[src/rtl/fpdiv_req_ctrl.sv]
// ----------------------------------------------------------------------------
// fpdiv_req_ctrl
//
// Request/response front end for a multi-cycle binary32 divider core.
// It accepts one request at a time and holds its operands steady for the
// core. It pulses core_start once, then waits for core_done. If the core
// stays silent for LATENCY+4 cycles, the controller gives up and returns a
// quiet NaN flagged as a timeout. Each completion is pushed into a 2-entry
// response FIFO, and the consumer drains that FIFO with a valid/ready
// handshake.
//
// Ports
//   clk, reset          clock; asynchronous active-low reset
//   req_valid/req_ready request handshake
//   req_op, req_round_mode, req_dividend, req_divisor, req_tag
//                       request payload, captured on accept
//   core_start          one-cycle start pulse to the core
//   core_op, core_round_mode, core_dividend, core_divisor
//                       operands held for the core
//   core_quotient, core_done
//                       core result and its completion pulse
//   rsp_valid/rsp_ready response handshake (FIFO non-empty / pop)
//   rsp_quotient, rsp_tag, rsp_timeout
//                       fields of the FIFO head entry
//   busy                high whenever the FSM is not idle
// ----------------------------------------------------------------------------
module fpdiv_req_ctrl #(
    parameter int LATENCY = 12,
    parameter int TAG_W   = 4
) (
    input  logic             clk,
    input  logic             reset,
    input  logic             req_valid,
    output logic             req_ready,
    input  logic [1:0]       req_op,
    input  logic             req_round_mode,
    input  logic [31:0]      req_dividend,
    input  logic [31:0]      req_divisor,
    input  logic [TAG_W-1:0] req_tag,
    output logic             core_start,
    output logic [1:0]       core_op,
    output logic             core_round_mode,
    output logic [31:0]      core_dividend,
    output logic [31:0]      core_divisor,
    input  logic [31:0]      core_quotient,
    input  logic             core_done,
    output logic             rsp_valid,
    input  logic             rsp_ready,
    output logic [31:0]      rsp_quotient,
    output logic [TAG_W-1:0] rsp_tag,
    output logic             rsp_timeout,
    output logic             busy
);

    // The counter must be able to reach LATENCY+4 without wrapping.
    localparam int               CNT_W       = $clog2(LATENCY + 5);
    localparam logic [CNT_W-1:0] TIMEOUT_CNT = CNT_W'(LATENCY + 4);
    localparam logic [31:0]      QNAN        = 32'h7FC0_0000;

    localparam logic [1:0] ST_IDLE  = 2'd0;
    localparam logic [1:0] ST_ISSUE = 2'd1;
    localparam logic [1:0] ST_WAIT  = 2'd2;

    logic [1:0]       state_q, state_d;
    logic [CNT_W-1:0] cnt_q, cnt_d;
    logic [1:0]       op_q, op_d;
    logic             rm_q, rm_d;
    logic [31:0]      dvd_q, dvd_d;
    logic [31:0]      dvs_q, dvs_d;
    logic [TAG_W-1:0] tag_q, tag_d;

    logic [31:0]      buf_quot_q [2];
    logic [31:0]      buf_quot_d [2];
    logic [TAG_W-1:0] buf_tag_q  [2];
    logic [TAG_W-1:0] buf_tag_d  [2];
    logic             buf_to_q   [2];
    logic             buf_to_d   [2];
    logic             wr_ptr_q, wr_ptr_d;
    logic             rd_ptr_q, rd_ptr_d;
    logic [1:0]       count_q, count_d;

    logic             accept;
    logic             in_wait;
    logic             timeout_hit;
    logic             push;
    logic             pop;
    logic [31:0]      push_quot;
    logic             push_to;

    // Handshakes and the push decision. A core_done in the timeout cycle
    // wins, so a late but real result is never reported as a timeout.
    always_comb begin
        req_ready   = (state_q == ST_IDLE) && (count_q != 2'd2);
        accept      = req_valid && req_ready;
        in_wait     = (state_q == ST_WAIT);
        timeout_hit = in_wait && (cnt_q == TIMEOUT_CNT);
        push        = in_wait && (core_done || timeout_hit);
        push_quot   = core_done ? core_quotient : QNAN;
        push_to     = !core_done;
        pop         = rsp_valid && rsp_ready;
    end

    // Request FSM. Operands are only ever loaded in IDLE, so they stay
    // frozen for the whole ISSUE/WAIT round trip.
    always_comb begin
        state_d = state_q;
        cnt_d   = cnt_q;
        op_d    = op_q;
        rm_d    = rm_q;
        dvd_d   = dvd_q;
        dvs_d   = dvs_q;
        tag_d   = tag_q;
        case (state_q)
            ST_IDLE: begin
                if (accept) begin
                    op_d    = req_op;
                    rm_d    = req_round_mode;
                    dvd_d   = req_dividend;
                    dvs_d   = req_divisor;
                    tag_d   = req_tag;
                    state_d = ST_ISSUE;
                end
            end
            ST_ISSUE: begin
                state_d = ST_WAIT;
                cnt_d   = '0;
            end
            ST_WAIT: begin
                if (push) begin
                    state_d = ST_IDLE;
                end else begin
                    cnt_d = cnt_q + CNT_W'(1);
                end
            end
            default: begin
                state_d = ST_IDLE;
            end
        endcase
    end

    // Two-entry response FIFO. The pointers toggle, and a push and a pop in
    // the same cycle leave the count unchanged.
    always_comb begin
        buf_quot_d = buf_quot_q;
        buf_tag_d  = buf_tag_q;
        buf_to_d   = buf_to_q;
        wr_ptr_d   = wr_ptr_q;
        rd_ptr_d   = rd_ptr_q;
        count_d    = count_q;
        if (push) begin
            buf_quot_d[wr_ptr_q] = push_quot;
            buf_tag_d[wr_ptr_q]  = tag_q;
            buf_to_d[wr_ptr_q]   = push_to;
            wr_ptr_d             = ~wr_ptr_q;
        end
        if (pop) begin
            rd_ptr_d = ~rd_ptr_q;
        end
        case ({push, pop})
            2'b10:   count_d = count_q + 2'd1;
            2'b01:   count_d = count_q - 2'd1;
            default: count_d = count_q;
        endcase
    end

    always_ff @(posedge clk or negedge reset) begin
        if (!reset) begin
            state_q       <= ST_IDLE;
            cnt_q         <= '0;
            op_q          <= '0;
            rm_q          <= 1'b0;
            dvd_q         <= '0;
            dvs_q         <= '0;
            tag_q         <= '0;
            buf_quot_q[0] <= '0;
            buf_quot_q[1] <= '0;
            buf_tag_q[0]  <= '0;
            buf_tag_q[1]  <= '0;
            buf_to_q[0]   <= 1'b0;
            buf_to_q[1]   <= 1'b0;
            wr_ptr_q      <= 1'b0;
            rd_ptr_q      <= 1'b0;
            count_q       <= '0;
        end else begin
            state_q    <= state_d;
            cnt_q      <= cnt_d;
            op_q       <= op_d;
            rm_q       <= rm_d;
            dvd_q      <= dvd_d;
            dvs_q      <= dvs_d;
            tag_q      <= tag_d;
            buf_quot_q <= buf_quot_d;
            buf_tag_q  <= buf_tag_d;
            buf_to_q   <= buf_to_d;
            wr_ptr_q   <= wr_ptr_d;
            rd_ptr_q   <= rd_ptr_d;
            count_q    <= count_d;
        end
    end

    always_comb begin
        core_start      = (state_q == ST_ISSUE);
        busy            = (state_q != ST_IDLE);
        core_op         = op_q;
        core_round_mode = rm_q;
        core_dividend   = dvd_q;
        core_divisor    = dvs_q;
        rsp_valid       = (count_q != 2'd0);
        rsp_quotient    = buf_quot_q[rd_ptr_q];
        rsp_tag         = buf_tag_q[rd_ptr_q];
        rsp_timeout     = buf_to_q[rd_ptr_q];
    end

    // req_ready is gated on a non-full FIFO, so a push into a full FIFO
    // would mean the gating is broken.
    assert property (@(posedge clk) disable iff (!reset) !(push && (count_q == 2'd2)));

endmodule
[config.mk]
export PLATFORM = sky130hd
export DESIGN_NAME = fpdiv_req_ctrl
export DESIGN_NICKNAME = d
export VERILOG_FILES = /design/src/rtl/fpdiv_req_ctrl.sv
export SDC_FILE = /design/constraint.sdc
export NUM_CORES = 1
export LEC_CHECK = 0
export ABC_CLOCK_PERIOD_IN_PS = 3190
export BUFFER_PORTS_ARGS = -buffer_cell sky130_fd_sc_hd__buf_2
export CORE_AREA = 3 3 141 143
export CTS_CLUSTER_SIZE = 10
export DETAILED_ROUTE_END_ITERATION = 7
export DIE_AREA = 0 0 144 146
export HOLD_SLACK_MARGIN = 0.06
export PLACE_DENSITY_LB_ADDON = 0.08
export SYNTH_ARGS = -nofsm -noshare
export SYNTH_HDL_FRONTEND = slang
export SYNTH_SLANG_ARGS = --single-unit
[constraint.sdc]
create_clock -name clk -period 3.19 [get_ports clk]
set_input_delay 0.638 -clock clk [delete_from_list [all_inputs] [get_ports clk]]
set_output_delay 0.638 -clock clk [all_outputs]
set_load 0.05 [all_outputs]
==> results of run 1 <==
[registers in the layout (all words and copies together), names as in the netlist]
name	cells
buf_quot_q	64
buf_tag_q	8
buf_to_q	2
cnt_q	5
core_dividend	32
core_divisor	32
core_op	2
core_round_mode	1
count_q	2
rd_ptr_q	1
state_q	2
tag_q	4
wr_ptr_q	1
[through the flow]
step           worst slack, ns  hold slack (ns)
2_1_floorplan            1.130           0.3424
3_3_place_gp            0.8961           0.4641
3_5_place_dp            0.8713           0.4729
4_1_cts                 0.4128           0.2334
5_1_grt                 0.3697           0.2421
6_report                0.4784           0.2051
[layer usage]
metal	GRT usage	up-vias	wire, microns
met5	0	-	34
met4	0.04049	4	199
met3	0.06770	16	1303
met2	0.2423	145	7621
met1	0.1839	2180	6574
li1	-	2021	-
[area by class of cell]
cell class	instances	share of cell area
Clock buffer	20	0.05398
Sequential cell	156	0.4719
Tap cell	234	0.03538
Multi-Input combinational cell	243	0.2837
Clock inverter	11	0.01179
Timing Repair Buffer	225	0.1414
Inverter	4	0.001815
[final timing paths]
check | to | cells after the start | startpoint
worst max register to register | buf_quot_q[32]$_DFFE_PN0P_ | 6 | cnt_q[0]$_DFFE_PN0P_
worst min register to register | core_dividend[14]$_DFFE_PN0P_ | 1 | core_dividend[14]$_DFFE_PN0P_
max in group asynchronous | core_divisor[24]$_DFFE_PN0P_ | 2 | reset
worst max-delay path | rsp_quotient[7] | 3 | rd_ptr_q$_DFFE_PN0P_
min in group clk | core_dividend[13]$_DFFE_PN0P_ | 2 | req_dividend[13]
worst min-delay path | buf_quot_q[46]$_DFFE_PN0P_ | 1 | reset
[cell families after synthesis]
logic type | after synthesis
buffers and inverters | 34
XOR/XNOR | 5
multiplexers | 116
AND/OR/NAND/NOR | 37
flip-flops | 156
adder cells (fa/ha/maj) | 3
AO/OA/AOI/OAI | 82
[worst reg2reg max path, stage by stage (launching register included)]
cell and delay [ns]:
sky130_fd_sc_hd__dfrtp_1 0.41, sky130_fd_sc_hd__inv_1 0.08, sky130_fd_sc_hd__ha_1 0.21, sky130_fd_sc_hd__nor4bb_2 0.17
sky130_fd_sc_hd__buf_4 0.19, sky130_fd_sc_hd__o21ai_2 0.87, sky130_fd_sc_hd__a22o_1 0.25
[layout by cell type (no fill, tap or decap), drive strengths merged, types with 2 or more instances in the layout]
| master | count |
|---|---|
| nand2 | 7 |
| dfrtp | 156 |
| nor4bb | 2 |
| o22ai | 3 |
| o21ai | 4 |
| a22o | 46 |
| nand2b | 5 |
| clkinvlp | 4 |
| clkinv | 6 |
| o2bb2ai | 2 |
| and2 | 4 |
| xnor2 | 3 |
| nor3b | 2 |
| inv | 4 |
| o21a | 2 |
| o22a | 19 |
| nor2 | 7 |
| xor2 | 2 |
| ha | 3 |
| mux2 | 116 |
| a21oi | 3 |
| clkbuf | 20 |
| nand4b | 2 |
| buf | 225 |
==> results.txt, run 1 <==
----------------------------------------------------
[Drt]
  First drt pass iteration count ... 4
  Total routed wirelength ... 15.73 mm
  Via density per instance ... 4.889
  Average detailed-routed wire length per instance ... 17.62 microns
  DRC violations left ... 0
  DR vias ... 4366
  DRT iter0 DRCs ... 215
  Antenna violation net count after detailed routing ... 0

[Synthesis]
  Cell with the most instances after synthesis ... sky130_fd_sc_hd__dfrtp_1
  Dominant combinational cell family by area after synthesis ... multiplexers
  Syn Std Cell Area ... 0.006509 sq mm
  Arithmetic-cell share of the synthesized area counting full adders, half adders and majority gates ... 0.005767
  Per-instance average area after synthesis ... 15.03 sq um
  Simple-Gate Fraction of Synth Area ... 0.03614
  Total number of yosys warnings ... 0
  Cell count after synthesis ... 433
  #FFs+latches synth ... 156
  Xor/xnor cell area share of the yosys netlist ... 0.006728
  Share of Yosys cell area claimed by the top area cell type ... 0.5998
  Compound-cell area share of the yosys netlist ... 0.1090
  Sequential fraction of the synthesis area ... 0.5998
  Synth Flop Type ... sky130_fd_sc_hd__dfrtp_1
  Count of flip-flops with a built-in enable after synthesis ... 0
  Number of nets produced by synthesis ... 544
  Synth unique cells ... 41
  Most instantiated cells after synthesis ... sky130_fd_sc_hd__dfrtp_1 (156), sky130_fd_sc_hd__mux2_2 (105), sky130_fd_sc_hd__a22o_1 (46)
  Cell accounting for the most synthesized area ... sky130_fd_sc_hd__dfrtp_1
  Biggest area contributors in the synthesized netlist ... sky130_fd_sc_hd__dfrtp_1 (60%), sky130_fd_sc_hd__mux2_2 (18%), sky130_fd_sc_hd__a22o_1 (6.2%), sky130_fd_sc_hd__o22a_1 (2.6%), sky130_fd_sc_hd__buf_6 (2.4%)
  Mux share of post-synthesis cell area ... 0.2018
  Share of synthesized flip-flops with an asynchronous set or reset ... 1.000

[Timing]
  Setup violations, final ... 0
  Period Utilization, post-route ... 0.8500
  Unrepaired setup endpoints after global routing ... no
  Final setup skew ... 0.008964 ns
  Clock period minus final worst setup slack ... 2.712 ns
  Hold Vio Cnt, Final ... 0
  Slew Limit Fails ... 0
  Relative slew slack ... 0.2485
  Slew at the pin closest to its max-slew limit ... 1.127 ns
  Achievable Freq ... 368.8 MHz
  Final sum of negative setup slack ... 0 ns

[Flow run]
  Max-capacitance violation count ... 0

[Die]
  Die boundary height ... 146 microns
  Die Area ... 0.02102 sq mm
  Number of top-level pins ... 216
  Effective utilization at floorplan ... 0.3480
  Width of the die ... 144 microns
  Row count ... 50
  Std-Cell Core Area ... 0.01871 sq mm

[Clock network]
  CTS tree ... built
  Worst-Skew Late Latency ... 0.41 ns
  Clock transition time at the flip-flop clock pins of the worst setup and hold paths ... 0.06 ns
  Hold buffer count at cts ... 0
  Number of cells upsized or downsized after cts ... 0
  TritonCTS Buffers ... 17
  Clock net sink count ... 156
  Number of H-tree levels ... 4
  Cell chosen for the clock root ... sky130_fd_sc_hd__clkbuf_16
  Total setup buffers inserted after CTS ... 0
  Clk buf depth ... 2

[Placement]
  Cell count after placement ... 862
  Quantity of I/O buffers inserted on ports ... 215
  DPL Wire Length ... 10.94 mm
  Routability congestion estimate from global placement ... 0.7361
  Placed cell area ... 0.007730 sq mm

[Setup path]
  Slowest CP cell ... sky130_fd_sc_hd__dfrtp_2
  Crit Path Class ... register to output pin
  Type of element launching the critical path ... register
  Largest fanout of any net on the critical path ... 24
  Worst-case register-to-register setup slack ... 0.94 ns
  Number of buffers and inverters on the critical path ... 2
  Cell breakdown of the critical path ... buf_4 > mux2_2 > buf_2
  Crit path capture type ... output pin
  Data required time of the critical path ... 2.55 ns
  Arrival time reported for the critical path endpoint ... 2.07 ns
  Kind of cell with the highest combined delay on the critical path ... flip-flops
  Maximum cell stage delay along the critical path ... 0.78 ns

[Global routing]
  Total routing usage reported by global routing ... 0.1508
  Number of antenna violations at the first check in global routing ... 2
  Maximum number of pins on one net before global-route repair ... 66
  First-pass GRT wire length ... 25.04 mm
  Via count of the first global-routing pass ... 4810
  Remaining Overflow, GRT ... 0

[Layout]
  Filler cells ... 1755
  Footprint of the multi-input gates ... 0.002347 sq mm
  Cell area after layout ... 0.008274 sq mm
  Number of nets in the finished design ... 758
  Relative area change from synthesis to final layout ... 27.12%
  Post-layout util ... 0.4423
  Antenna diode count ... 0
  Non-filler instance count after layout ... 893
  Combined flip-flop and latch cell area ... 0.003905 sq mm
  Share of final-layout standard cells stronger than drive strength 1 ... 0.5630

[Outcome]
  Outcome ... complete, no violations

[Min path]
  Kind of path behind the tightest hold check ... primary input to asynchronous set/reset pin

----------------------------------------------------
Power of run 1 is not shown: default switching activity piles up to over one toggle a cycle in this logic, so the estimate is an artifact.
==> inputs of run 2 (changes only) <==
- ABC_AREA: default -> 1
- CORE_AREA: 3 3 141 143 -> 3 3 143 145
- DIE_AREA: 0 0 144 146 -> 0 0 146 148
==> run 2 against run 1 <==
Die area is 2.8% higher. Critical path type unchanged. Via count rose by 37%. Register-to-register slack improved by 0.15 ns. Worst hold slack got worse by 0.037 ns. Flip-flop and latch count unchanged.
==> results.txt, run 2 <==
----------------------------------------------------
[Die]
  Effective utilization at floorplan ... 0.3490
  Die boundary height ... 148 microns
  Number of top-level pins ... 216
  Die Area ... 0.02161 sq mm
  Row count ... 51
  Std-Cell Core Area ... 0.01933 sq mm
  Width of the die ... 146 microns

[Clock network]
  Total setup buffers inserted after CTS ... 0
  Cell chosen for the clock root ... sky130_fd_sc_hd__clkbuf_16
  Clock transition time at the flip-flop clock pins of the worst setup and hold paths ... 0.06 ns
  Worst-Skew Late Latency ... 0.42 ns
  TritonCTS Buffers ... 17
  Hold buffer count at cts ... 0
  CTS tree ... built
  Clk buf depth ... 2
  Number of H-tree levels ... 4
  Clock net sink count ... 156
  Number of cells upsized or downsized after cts ... 0

[Setup path]
  Crit Path Class ... register to output pin
  Largest fanout of any net on the critical path ... 22
  Register-to-Register Path Depth ... 7
  Crit path capture type ... output pin
  Data required time of the critical path ... 2.55 ns
  Arrival time reported for the critical path endpoint ... 1.89 ns
  Type of element launching the critical path ... register

[Drt]
  Total routed wirelength ... 19.13 mm
  Antenna violation net count after detailed routing ... 0
  Via density per instance ... 4.600
  DR vias ... 5966
  DRC violations left ... 0
  DRT iter0 DRCs ... 289
  First drt pass iteration count ... 4
  Average detailed-routed wire length per instance ... 14.75 microns

[Outcome]
  Outcome ... complete, no violations

[Min path]
  Kind of path behind the tightest hold check ... primary input to asynchronous set/reset pin

[Timing]
  Setup violations, final ... 0
  Slew at the pin closest to its max-slew limit ... 0.7659 ns
  Relative slew slack ... 0.4894
  Clock period minus final worst setup slack ... 2.532 ns
  Period Utilization, post-route ... 0.7936
  Final setup skew ... 0.01130 ns
  Final sum of negative setup slack ... 0 ns
  Slew Limit Fails ... 0
  Unrepaired setup endpoints after global routing ... no
  Hold Vio Cnt, Final ... 0
  Achievable Freq ... 395.0 MHz

[Synthesis]
  Synth Flop Type ... sky130_fd_sc_hd__dfrtp_1
  Cell accounting for the most synthesized area ... sky130_fd_sc_hd__dfrtp_1
  Sequential fraction of the synthesis area ... 0.5785
  Syn Std Cell Area ... 0.006748 sq mm
  Share of synthesized flip-flops with an asynchronous set or reset ... 1.000
  Biggest area contributors in the synthesized netlist ... sky130_fd_sc_hd__dfrtp_1 (58%), sky130_fd_sc_hd__nand2_1 (27%), sky130_fd_sc_hd__nand4_1 (6.9%), sky130_fd_sc_hd__buf_2 (1.6%), sky130_fd_sc_hd__clkbuf_1 (1.4%)
  #FFs+latches synth ... 156
  Most instantiated cells after synthesis ... sky130_fd_sc_hd__nand2_1 (483), sky130_fd_sc_hd__dfrtp_1 (156), sky130_fd_sc_hd__nand4_1 (74)
  Count of flip-flops with a built-in enable after synthesis ... 0
  Share of Yosys cell area claimed by the top area cell type ... 0.5785
  Per-instance average area after synthesis ... 8.189 sq um
  Synth unique cells ... 19
  Cell with the most instances after synthesis ... sky130_fd_sc_hd__nand2_1
  Cell count after synthesis ... 824
  Number of nets produced by synthesis ... 935
  Total number of yosys warnings ... 0

[Flow run]
  Max-capacitance violation count ... 0

[Global routing]
  First-pass GRT wire length ... 31.13 mm
  Remaining Overflow, GRT ... 0
  Number of antenna violations at the first check in global routing ... 5
  Total routing usage reported by global routing ... 0.1793
  Maximum number of pins on one net before global-route repair ... 73
  Via count of the first global-routing pass ... 5858

[Placement]
  Cell count after placement ... 1265
  Routability congestion estimate from global placement ... 0.7454
  Quantity of I/O buffers inserted on ports ... 215
  DPL Wire Length ... 12.72 mm

[Power]
  Power per cell area ... 1307 mW/mm^2
  Static Leak ... 5.006 nW
  Peak supply drop ... 0.0006254 V

[Layout]
  Share of final-layout standard cells stronger than drive strength 1 ... 0.2667
  Non-filler instance count after layout ... 1297
  Register name with the most flops ... buf_quot_q
  Max reg flops ... 64
  Number of nets in the finished design ... 1130
  Most frequent cells in the layout ... sky130_fd_sc_hd__nand2_1 (482), sky130_fd_sc_hd__buf_2 (214), sky130_fd_sc_hd__dfrtp_1 (156), sky130_fd_sc_hd__nand4_1 (74), sky130_fd_sc_hd__clkbuf_16 (17)
  Relative area change from synthesis to final layout ... 29.61%
  Leading cell type in the layout, fill and taps excluded ... sky130_fd_sc_hd__nand2_1

----------------------------------------------------
==> run 2: cell count changes in the layout (fill, tap and decap cells not counted), sizes merged, moves of 4 or more <==
cell / change
nand3: +10
or2: +8
nand2: +476
nand4: +74
buf: +5
bufinv: +4
mux2: -116
and2: -4
inv: +17
nand2b: -5
clkinv: -5
a22o: -46
o22a: -19
==> run 2: critical path, cell delays in order, from the launching register on <==
cell and delay (ns):
sky130_fd_sc_hd__dfrtp_1 0.38, sky130_fd_sc_hd__inv_1 0.46, sky130_fd_sc_hd__buf_12 0.24, sky130_fd_sc_hd__nand2_1 0.09, sky130_fd_sc_hd__nand2_1 0.06, sky130_fd_sc_hd__buf_2 0.26
==> run 2: cells by family (layout without fill, tap and decap cells) <==
logic type                 count (synthesis)  in the layout  share of synthesized area
buffers and inverters                     71            278                    0.04395
other                                      0              1                          0
xor gates and xnor gates                   6              6                   0.007788
and+or+nand+nor                          580            580                     0.3582
DFF                                      156            156                     0.5785
adders and majority gates                  3              3                   0.005563
AOI/OAI and AO/OA                          8              8                   0.005932
==> run 2: metrics by stage <==
stage / utilization / cell area [sq um] / power, W / hold WS [ns] / setup WS, ns
6_report: 0.4523 / 8746 / 0.01143 / 0.1678 / 0.6585
5_1_grt: 0.4523 / 8746 / 0.01219 / 0.1850 / 0.5312
4_1_cts: 0.4522 / 8743 / 0.01158 / 0.1746 / 0.6331
3_5_place_dp: 0.4180 / 8082 / 0.009248 / 0.4587 / 1.013
3_3_place_gp: 0.4180 / 8082 / 0.009219 / 0.4541 / 1.052
2_1_floorplan: - / 6748 / 0.007725 / 0.3424 / 1.161
==> run 2: area by class of cell <==
cell class	instances	area, sq um
Antenna cell	1	2.502
Clock buffer	19	452.9
Clock inverter	12	209.0
Fill cell	1992	10590
Inverter	17	63.81
Multi-Input combinational cell	597	2550
Sequential cell	156	3904
Tap cell	265	331.6
Timing Repair Buffer	230	1232
==> run 2: path summary, 6_finish.rpt <==
check / from / slack, ns / endpoint
max: rd_ptr_q$_DFFE_PN0P_ / 0.66 / rsp_quotient[0]
min: reset / 0.17 / buf_to_q[0]$_DFFE_PN0P_
max reg2reg: state_q[0]$_DFFE_PN0P_ / 1.09 / buf_quot_q[26]$_DFFE_PN0P_
min reg2reg: buf_quot_q[23]$_DFFE_PN0P_ / 0.47 / buf_quot_q[23]$_DFFE_PN0P_
max in group asynchronous: reset / 2.25 / core_dividend[4]$_DFFE_PN0P_
min in group clk: req_dividend[29] / 0.41 / core_dividend[29]$_DFFE_PN0P_
==> run 2: power by group <==
part	switching (W)	internal (W)	total (W)
sequential	0.000496	0.00288	0.00337
clock	0.000838	0.00144	0.00228
combinational	0.00451	0.00127	0.00578
total	0.00584	0.00559	0.0114
==> run 2: routing by layer <==
| metal | track usage | vias to the layer above | wire [microns] |
|---|---|---|---|
| met2 | 0.2945 | 172 | 9019 |
| met1 | 0.2272 | 2770 | 8411 |
| met3 | 0.06530 | 18 | 1520 |
| met4 | 0.04421 | 8 | 123 |
| li1 | - | 2998 | - |
| met5 | 0 | - | 55 |
Power figures use the tool's default switching activity.
